--- config.mk ---
export PLATFORM = sky130hd
export DESIGN_NAME = peripheral_bridge_ahb2wb
export DESIGN_NICKNAME = d
export VERILOG_FILES = /design/src/rtl/peripheral_ahb2wb_pkg.sv /design/src/rtl/peripheral_ahb2wb_sel.sv /design/src/rtl/peripheral_bridge_ahb2wb.sv
export SDC_FILE = /design/constraint.sdc
export NUM_CORES = 1
export LEC_CHECK = 0
export ABC_CLOCK_PERIOD_IN_PS = 2400
export CORE_UTILIZATION = 36
export DETAILED_ROUTE_END_ITERATION = 12
export PLACE_DENSITY = 0.88
export REMOVE_ABC_BUFFERS = 1
export SLEW_MARGIN = 10
export SYNTH_ARGS = -nofsm -noshare
export SYNTH_HDL_FRONTEND = slang
export SYNTH_SLANG_ARGS = --single-unit
--- constraint.sdc ---
create_clock -name HCLK -period 2.4 [get_ports HCLK]
set_clock_uncertainty 0.15 [all_clocks]
set_input_delay 0.24 -clock HCLK [delete_from_list [all_inputs] [get_ports HCLK]]
set_output_delay 0.24 -clock HCLK [all_outputs]
set_load 0.03 [all_outputs]
--- src/rtl/peripheral_ahb2wb_pkg.sv ---
// peripheral_ahb2wb_pkg: shared AHB/Wishbone encodings and bridge state type.
// Imported by the AHB-to-Wishbone bridge and its byte-lane decoder.
package peripheral_ahb2wb_pkg;

  localparam logic [1:0] HTRANS_IDLE   = 2'b00;
  localparam logic [1:0] HTRANS_BUSY   = 2'b01;
  localparam logic [1:0] HTRANS_NONSEQ = 2'b10;
  localparam logic [1:0] HTRANS_SEQ    = 2'b11;

  localparam logic [2:0] HSIZE_BYTE  = 3'b000;
  localparam logic [2:0] HSIZE_HWORD = 3'b001;
  localparam logic [2:0] HSIZE_WORD  = 3'b010;

  localparam logic HRESP_OKAY  = 1'b0;
  localparam logic HRESP_ERROR = 1'b1;

  localparam logic [2:0] WB_CTI_CLASSIC = 3'b000;
  localparam logic [1:0] WB_BTE_LINEAR  = 2'b00;

  typedef enum logic [1:0] {
    ST_IDLE,
    ST_WB_REQ,
    ST_ERR1,
    ST_ERR2
  } state_t;

endpackage

--- src/rtl/peripheral_ahb2wb_sel.sv ---
// peripheral_ahb2wb_sel: byte-lane decode and size/alignment legality
// for a 32-bit AHB data bus.
module peripheral_ahb2wb_sel
  import peripheral_ahb2wb_pkg::*;
(
  input  logic [2:0] i_size,
  input  logic [1:0] i_addr,
  output logic [3:0] o_sel,
  output logic       o_illegal
);

  always_comb begin
    o_sel     = 4'b0000;
    o_illegal = 1'b0;
    unique case (1'b1)
      (i_size == HSIZE_BYTE): begin
        o_sel = 4'b0001 << i_addr;
      end
      (i_size == HSIZE_HWORD): begin
        o_sel     = i_addr[1] ? 4'b1100 : 4'b0011;
        o_illegal = i_addr[0];
      end
      (i_size == HSIZE_WORD): begin
        o_sel     = 4'b1111;
        o_illegal = |i_addr;
      end
      default: begin
        o_illegal = 1'b1;
      end
    endcase
  end

endmodule

--- src/rtl/peripheral_bridge_ahb2wb.sv ---
// peripheral_bridge_ahb2wb: AHB3-Lite slave to Wishbone B3 classic master.
// One AHB data phase maps to one Wishbone cycle; faults become AHB ERROR.
module peripheral_bridge_ahb2wb
  import peripheral_ahb2wb_pkg::*;
#(
  parameter int HADDR_SIZE = 32,
  parameter int HDATA_SIZE = 32,
  parameter int AW         = 8,
  parameter int DW         = 32,
  parameter int TIMEOUT    = 255
) (
  input  logic                  HCLK,
  input  logic                  HRESETn,
  input  logic                  HSEL,
  input  logic [HADDR_SIZE-1:0] HADDR,
  input  logic [HDATA_SIZE-1:0] HWDATA,
  output logic [HDATA_SIZE-1:0] HRDATA,
  input  logic                  HWRITE,
  input  logic [2:0]            HSIZE,
  input  logic [2:0]            HBURST,
  input  logic [3:0]            HPROT,
  input  logic [1:0]            HTRANS,
  input  logic                  HMASTLOCK,
  input  logic                  HREADY,
  output logic                  HREADYOUT,
  output logic                  HRESP,
  output logic [AW-1:0]         wb_adr_o,
  output logic [DW-1:0]         wb_dat_o,
  output logic [3:0]            wb_sel_o,
  output logic                  wb_we_o,
  output logic [1:0]            wb_bte_o,
  output logic [2:0]            wb_cti_o,
  output logic                  wb_cyc_o,
  output logic                  wb_stb_o,
  input  logic                  wb_ack_i,
  input  logic                  wb_err_i,
  input  logic [DW-1:0]         wb_dat_i
);

  localparam int CW = (TIMEOUT > 1) ? $clog2(TIMEOUT) : 1;
  localparam logic [CW-1:0] TO_LAST = CW'(TIMEOUT - 1);
  localparam bit TO_EN = (TIMEOUT != 0);

  state_t                r_state;
  logic [CW-1:0]         r_cnt;
  logic                  r_cyc;
  logic                  r_we;
  logic [AW-1:0]         r_adr;
  logic [3:0]            r_sel;
  logic                  r_hready;
  logic                  r_hresp;
  logic [HDATA_SIZE-1:0] r_hrdata;

  logic [3:0] w_sel;
  logic       w_illegal;
  logic       w_accept;
  logic       w_timeout;
  logic       w_unused;

  peripheral_ahb2wb_sel u_sel (
    .i_size    (HSIZE),
    .i_addr    (HADDR[1:0]),
    .o_sel     (w_sel),
    .o_illegal (w_illegal)
  );

  assign w_accept  = HSEL & HREADY & HTRANS[1];
  assign w_timeout = TO_EN && (r_cnt == TO_LAST);

  always_ff @(posedge HCLK or negedge HRESETn) begin
    if (!HRESETn) begin
      r_state  <= ST_IDLE;
      r_cnt    <= '0;
      r_cyc    <= 1'b0;
      r_we     <= 1'b0;
      r_adr    <= '0;
      r_sel    <= '0;
      r_hready <= 1'b1;
      r_hresp  <= HRESP_OKAY;
      r_hrdata <= '0;
    end else begin
      unique case (r_state)
        // ERR2 is the completion cycle, so it accepts like IDLE
        ST_IDLE, ST_ERR2: begin
          r_state  <= ST_IDLE;
          r_hready <= 1'b1;
          r_hresp  <= HRESP_OKAY;
          if (w_accept && w_illegal) begin
            r_state  <= ST_ERR1;
            r_hready <= 1'b0;
            r_hresp  <= HRESP_ERROR;
          end else if (w_accept) begin
            r_state  <= ST_WB_REQ;
            r_hready <= 1'b0;
            r_cyc    <= 1'b1;
            r_cnt    <= '0;
            r_adr    <= HADDR[AW+1:2];
            r_we     <= HWRITE;
            r_sel    <= w_sel;
          end
        end
        ST_WB_REQ: begin
          if (wb_err_i || w_timeout) begin
            r_state  <= ST_ERR1;
            r_cyc    <= 1'b0;
            r_hready <= 1'b0;
            r_hresp  <= HRESP_ERROR;
          end else if (wb_ack_i) begin
            r_state  <= ST_IDLE;
            r_cyc    <= 1'b0;
            r_hready <= 1'b1;
            r_hresp  <= HRESP_OKAY;
            if (!r_we) r_hrdata <= wb_dat_i;
          end else begin
            r_cnt <= r_cnt + CW'(1);
          end
        end
        ST_ERR1: begin
          r_state  <= ST_ERR2;
          r_hready <= 1'b1;
          r_hresp  <= HRESP_ERROR;
        end
        default: begin
          r_state <= ST_IDLE;
        end
      endcase
    end
  end

  assign HREADYOUT = r_hready;
  assign HRESP     = r_hresp;
  assign HRDATA    = r_hrdata;

  // HWDATA is held by the master while HREADYOUT is low
  assign wb_dat_o = HWDATA;
  assign wb_adr_o = r_adr;
  assign wb_sel_o = r_sel;
  assign wb_we_o  = r_we;
  assign wb_cyc_o = r_cyc;
  assign wb_stb_o = r_cyc;
  assign wb_bte_o = WB_BTE_LINEAR;
  assign wb_cti_o = WB_CTI_CLASSIC;

  assign w_unused = ^{HBURST, HPROT, HMASTLOCK, HTRANS[0],
                      HADDR[HADDR_SIZE-1:AW+2]};

endmodule

# --- Yosys cells after proc, flatten, opt, wreduce, memory -nomap -nowiden ---
# Cells that the tools add are included.
totals:
  regBits: 58
  in_bits: 116
  out_inout_bits: 86
  word_cells: 64
op_classes:
  addsub: 1
  n_eq_ne: 11
  shift: 1
  n_mux: 26
  n_bitwise: 5
  reduce_logical: 11
op_table:
  columns: ["op", "count"]
  rows:
  - ["two-way mux 8 bit", 4]
  - ["case mux 8 bit (2 select lines)", 1]
  - ["case mux 4 bit (3 select lines)", 1]
  - ["two-way mux 1 bit", 11]
  - ["case mux 1 bit (3 select lines)", 3]
  - ["adder 8 x 1 -> 8 bit (second input constant)", 1]
  - ["equality test 8 bit (second input constant)", 1]
  - ["!= test 2 bit (second input constant)", 4]
  - ["AND reduction 4 bit", 2]
  - ["two-way mux 2 bit", 3]
  - ["case mux 2 bit (3 select lines)", 1]
  - ["AND reduction 5 bit", 1]
  - ["equality test 2 bit (second input constant)", 2]
  - ["two-way mux 4 bit", 1]
  - ["OR reduction 2 bit", 2]
  - ["left shift 1 x 2 -> 4 bit (first input constant)", 1]
  - ["equality test 3 x 1 -> 1 bit (second input constant)", 1]
  - ["equality test 3 x 2 -> 1 bit (second input constant)", 1]
  - ["logical NOT 3 bit", 1]
  - ["!= test 3 bit (second input constant)", 1]
  - ["inverter 1 bit", 3]
  - ["AND reduction 3 bit", 1]
  - ["bitwise AND 1 bit", 2]
  - ["equality test 2 x 1 -> 1 bit (second input constant)", 1]
  - ["5 further kinds", 5]

# --- Depth between registers and ports, before layout ---
# Gate-level depths: netlist of the first run.
depth:
  depth_word: 5
  ltp_mapped: 9
  depth_no_buf: 6

# --- By module ---
# Synthesis of the first run repeated with hierarchy kept, for this count alone.
unflattened:
  cells_unflattened: 232
  area_unflattened_um2: 2959.1
modules_own_cells:
  columns: ["module", "instances", "cells_per_inst", "area_each_um2", "seq_area_each_um2"]
  rows:
  - ["peripheral_bridge_ahb2wb", 1, 217, 2881.5, 1427.6]
  - ["peripheral_ahb2wb_sel", 1, 15, 77.6, 0.0]

# --- Worst setup path before layout of the first run ---
# Ideal clock, no wire load.
synth_path:
  path_kind: "reg-to-reg"
  start: "register r_state[1]"
  end: "register r_cnt[2]"
  setup_time_ns: 0.126
  arrival_time_ns: 1.936
  required_ns: 2.124
  path_slack_ns: 0.188
  stages_incl_launch_ff: 9
  n_path_buf: 2
  synth_period_minus_slack_ns: 2.212
  path_cell_list: "dfrtp_1 -> inv_1 -> ha_1 -> buf_2 -> and4_1 -> o21ai_1 -> buf_6 -> and3_1 -> a311o_1"
synth_between:
  elab_chain_len: 4
  word_cells_on_any_way: 11
  cone_classes: "eq/ne: 6; mux: 1; reduce/logical: 4"
synth_rtl:
  columns: ["element", "line_no", "rtl"]
  rows:
  - ["start, declared", "peripheral_bridge_ahb2wb.sv:44", "state_t r_state;"]
  - ["start signal, assigned", "peripheral_bridge_ahb2wb.sv:72", "r_state <= ST_IDLE;"]
  - ["start signal, assigned", "peripheral_bridge_ahb2wb.sv:85", "r_state <= ST_IDLE;"]
  - ["start signal, assigned", "peripheral_bridge_ahb2wb.sv:89", "r_state <= ST_ERR1;"]
  - ["equality test 2 bit / logical NOT 2 bit (equally long branches)", "peripheral_bridge_ahb2wb.sv:82", "unique case (r_state)"]
  - ["OR reduction 2 bit", "peripheral_bridge_ahb2wb.sv:82", null]
  - ["!= test 2 bit (no source line) / nonzero test 2 bit (equally long branches)", null, null]
  - ["AND reduction 5 bit (no source line)", null, null]
  - ["end signal, assigned", "peripheral_bridge_ahb2wb.sv:115", "r_cnt <= r_cnt + CW'(1);"]
  - ["end, declared", "peripheral_bridge_ahb2wb.sv:45", "logic [CW-1:0] r_cnt;"]
# Several ways; a longest one is shown, not always the timed one.
# A chain may end at the register's enable or synchronous reset.

# --- Worst setup path in the final report of the first run ---
layout_path:
  start: "register r_cnt[0]"
  end: "register r_hrdata[28], in the netlist HRDATA[28]"
layout_between:
  elab_chain_len: 4
layout_rtl:
  columns: ["element", "line_no", "rtl"]
  rows:
  - ["equality test 8 bit", "peripheral_bridge_ahb2wb.sv:68", "assign w_timeout = TO_EN && (r_cnt == TO_LAST);"]
  - ["logical OR 1 bit", "peripheral_bridge_ahb2wb.sv:103", "if (wb_err_i || w_timeout) begin"]
  - ["inverter 1 bit (no source line)", null, null]
  - ["AND reduction 4 bit (no source line)", null, null]
  - ["end signal, assigned", "peripheral_bridge_ahb2wb.sv:113", "if (!r_we) r_hrdata <= wb_dat_i;"]
  - ["end, declared", "peripheral_bridge_ahb2wb.sv:52", "logic [HDATA_SIZE-1:0] r_hrdata;"]
# No other way between the ends.

==> results of run 1 <==
==> worst register-to-register path: stages, from the launching register on <==
cell	delay, ns
dfrtp_1	0.42
inv_1	0.10
ha_1	0.24
and3_1	0.20
a21oi_4	0.31
nand4b_4	0.36
mux2_2	0.39
==> final cells by class <==
cell class                      count  area (µm²)
Clock buffer                        9       123.9
Clock inverter                      7       103.9
Fill cell                         681        3705
Inverter                            8       30.03
Multi-Input combinational cell    142        1141
Sequential cell                    57        1428
Tap cell                          102       127.6
Timing Repair Buffer              111        1109
==> cell usage after synthesis (3+ instances only) <==
library cell	instances	area [µm²]
or3_1	3	18.77
mux2_2	41	461.7
nand4_1	4	25.02
nand2_1	10	37.54
and3_1	5	31.28
dfrtp_1	56	1401
nor2_1	6	22.52
o21ai_0	14	70.07
buf_2	4	20.02
o211ai_1	6	45.04
ha_1	4	50.05
a21oi_1	3	15.01
buf_4	38	285.3
buf_6	4	45.04
nand3_1	10	50.05
inv_1	8	30.03
==> layer usage <==
layer / track usage, % / part of all wire [%] / up-vias
met4: 4.557 / 0.64 / 2
met3: 14.26 / 13 / 9
met2: 30.16 / 46 / 132
met5: 7.692 / 0.58 / -
met1: 22.80 / 39 / 1103
li1: - / - / 1020
==> registers in the layout, indices dropped and copies added (netlist names) <==
signal     flops
r_state        2
HRDATA        32
r_cnt          8
wb_adr_o       8
HREADYOUT      1
wb_cyc_o       1
wb_we_o        1
wb_sel_o       4
==> power breakdown <==
group / switching [µW] / internal, µW / total, µW
logic: 756 / 668 / 1420
registers: 154 / 1210 / 1370
clock network: 438 / 595 / 1030
total: 1350 / 2480 / 3820
==> worst paths after layout <==
path	start	endpoint	slack, ns	cells past startpoint
worst max-delay path	r_cnt[0]	HRDATA[28]	0.12	6
worst min-delay path	HWDATA[2]	wb_dat_o[2]	0.33	0
worst max register to register	r_cnt[0]	HRDATA[28]	0.12	6
worst min register to register	wb_sel_o[0]	wb_sel_o[0]	0.33	2
max in group asynchronous	HRESETn	HRDATA[5]	1.20	3
min in group asynchronous	HRESETn	r_cnt[0]	0.41	3
==> kinds of logic after synthesis <==
group | synth area share (%)
AND/OR/NAND/NOR | 9.734
flip-flops | 48.93
AO/OA/AOI/OAI | 10.03
buffers and inverters | 13.29
other | 0.1285
multiplexers | 16.17
adder cells (fa/ha/maj) | 1.715
==> metrics by stage <==
step,power (µW),setup TNS [ns]
finish,3823,0
global route,4004,0
CTS,3858,0
detailed placement,2800,-1.048
global placement,2750,0
floorplan,2122,-0.2095
==> timing repair <==
action / 4_1_cts / 5_1_grt
resized for setup: 1 / 0
hold buffers: 1 / 0
hold endpoints to repair: 56 / 0
cloned: 1 / 0
buffers inserted: 0 / 1
pin swaps: 0 / 1
endpoints found under the setup margin: 32 / 16
==> impl_metrics.ini, run 1 <==
[die]
dieArea_um2 = 8469
die_h_um = 92.03
die_x_um = 92.03
fp-row-count = 32
core_um2 = 7767
io_pins = 202
start_util_pct = 37.56

[setup_path]
path_cells = inv_1 -> ha_1 -> and3_1 -> a21oi_4 -> nand4b_4 -> mux2_2
cp.required_ns = 2.48
cp_num_buf_inv = 1
worstPathMaxFanout = 16
slowest_stage = dfrtp_1
critPathMaxStageDelay_ns = 0.42
crit_arrival_ns = 2.36
start_kind = flop
path_delay_family = simple AND/OR/NAND/NOR gates
crit_path_end_kind = flop
crit_type = flop to flop

[global_routing]
grt_pass1_vias = 2360
gr-total-overflow = 0
grt_max_degree = 58
grt_pass1_wl_mm = 12.68
groute.usage.overall_pct = 20.17
antenna_found_initial = 0

[flow_run]
maxCapViolCount = 0

[timing]
slew_violations = 0
hold_violations = 0
min_period_over_period_pct = 94.99
fmax_ghz = 0.4387
fin_ws_ns = 0.1203
rsz0062_at_grt = no
relSlewSlack_pct = 51.61
period_needed_ns = 2.280
setup_violations = 0
worst_slew_pin_slew_ns = 0.7258
holdWs_ns = 0.3302

[power_and_ir_drop]
p_leak_uw = 0.001794
peakVddDrop_uv = 620.7
p_per_area_nw_per_um2 = 941.0

[cts]
h-tree-depth = 3
cts_buffers = 9
cts_buffer_depth = 2
path_clk_slew_ns = 0.08
cts_tree = yes
clock-sinks = 57
cts_root_buf = clkbuf_8
worstSkewPairLatency_ns = 0.34

[synth]
syn_inst = 250
syn-cell-area_um2 = 2918
synth_warnings = 0
synth_cell_types = 44
async_reset_ff_share_pct = 100.0
yosysSeqAreaShare_pct = 48.93
synth-seq-cells = 57
avgSynthCellArea_um2 = 11.67
synth_edf_count = 0
synthFlopType = dfrtp_1

[layout]
stdcell_area_um2 = 4063
layoutNonFillerInstCount = 436
nets = 449
diodes = 0
drive_gt1_share_pct = 21.86
syn_to_final_growth_pct = 39.24
final_cell_mix = 100 x clkdlybuf4s50_1, 56 x dfrtp_1, 41 x mux2_2, 14 x o21ai_0
fin_util_pct = 52.30
mostFrequentLayoutCell = clkdlybuf4s50_1

[outcome]
status = complete, no violations

[routing]
wirelength_mm = 8.323
drc = 0
drt_iter0_markers = 86
routed-via-count = 2266
drtAntennaViolNets = 0
detail_route.wl_per_cell_um = 19.09
first_pass_iters = 4
viasPerCell = 5.197

[worst_hold_path]
min_path_type = primary input to output pin

[placed_design]
io_buffer_count = 101
routabilityCongestion = 0.8392
place_ws_ns = -0.04660
dp.cells = 417
dp.final_hpwl_mm = 5.901
placed_cell_area_um2 = 3781
Note: power is estimated with default switching activity, not from simulation.
==> run 2, diff against run 1 <==
HOLD_SLACK_MARGIN = 0.08   (was default)
==> results of run 2 <==
The final DEF is identical to that of run 1; final timing and power are the same.
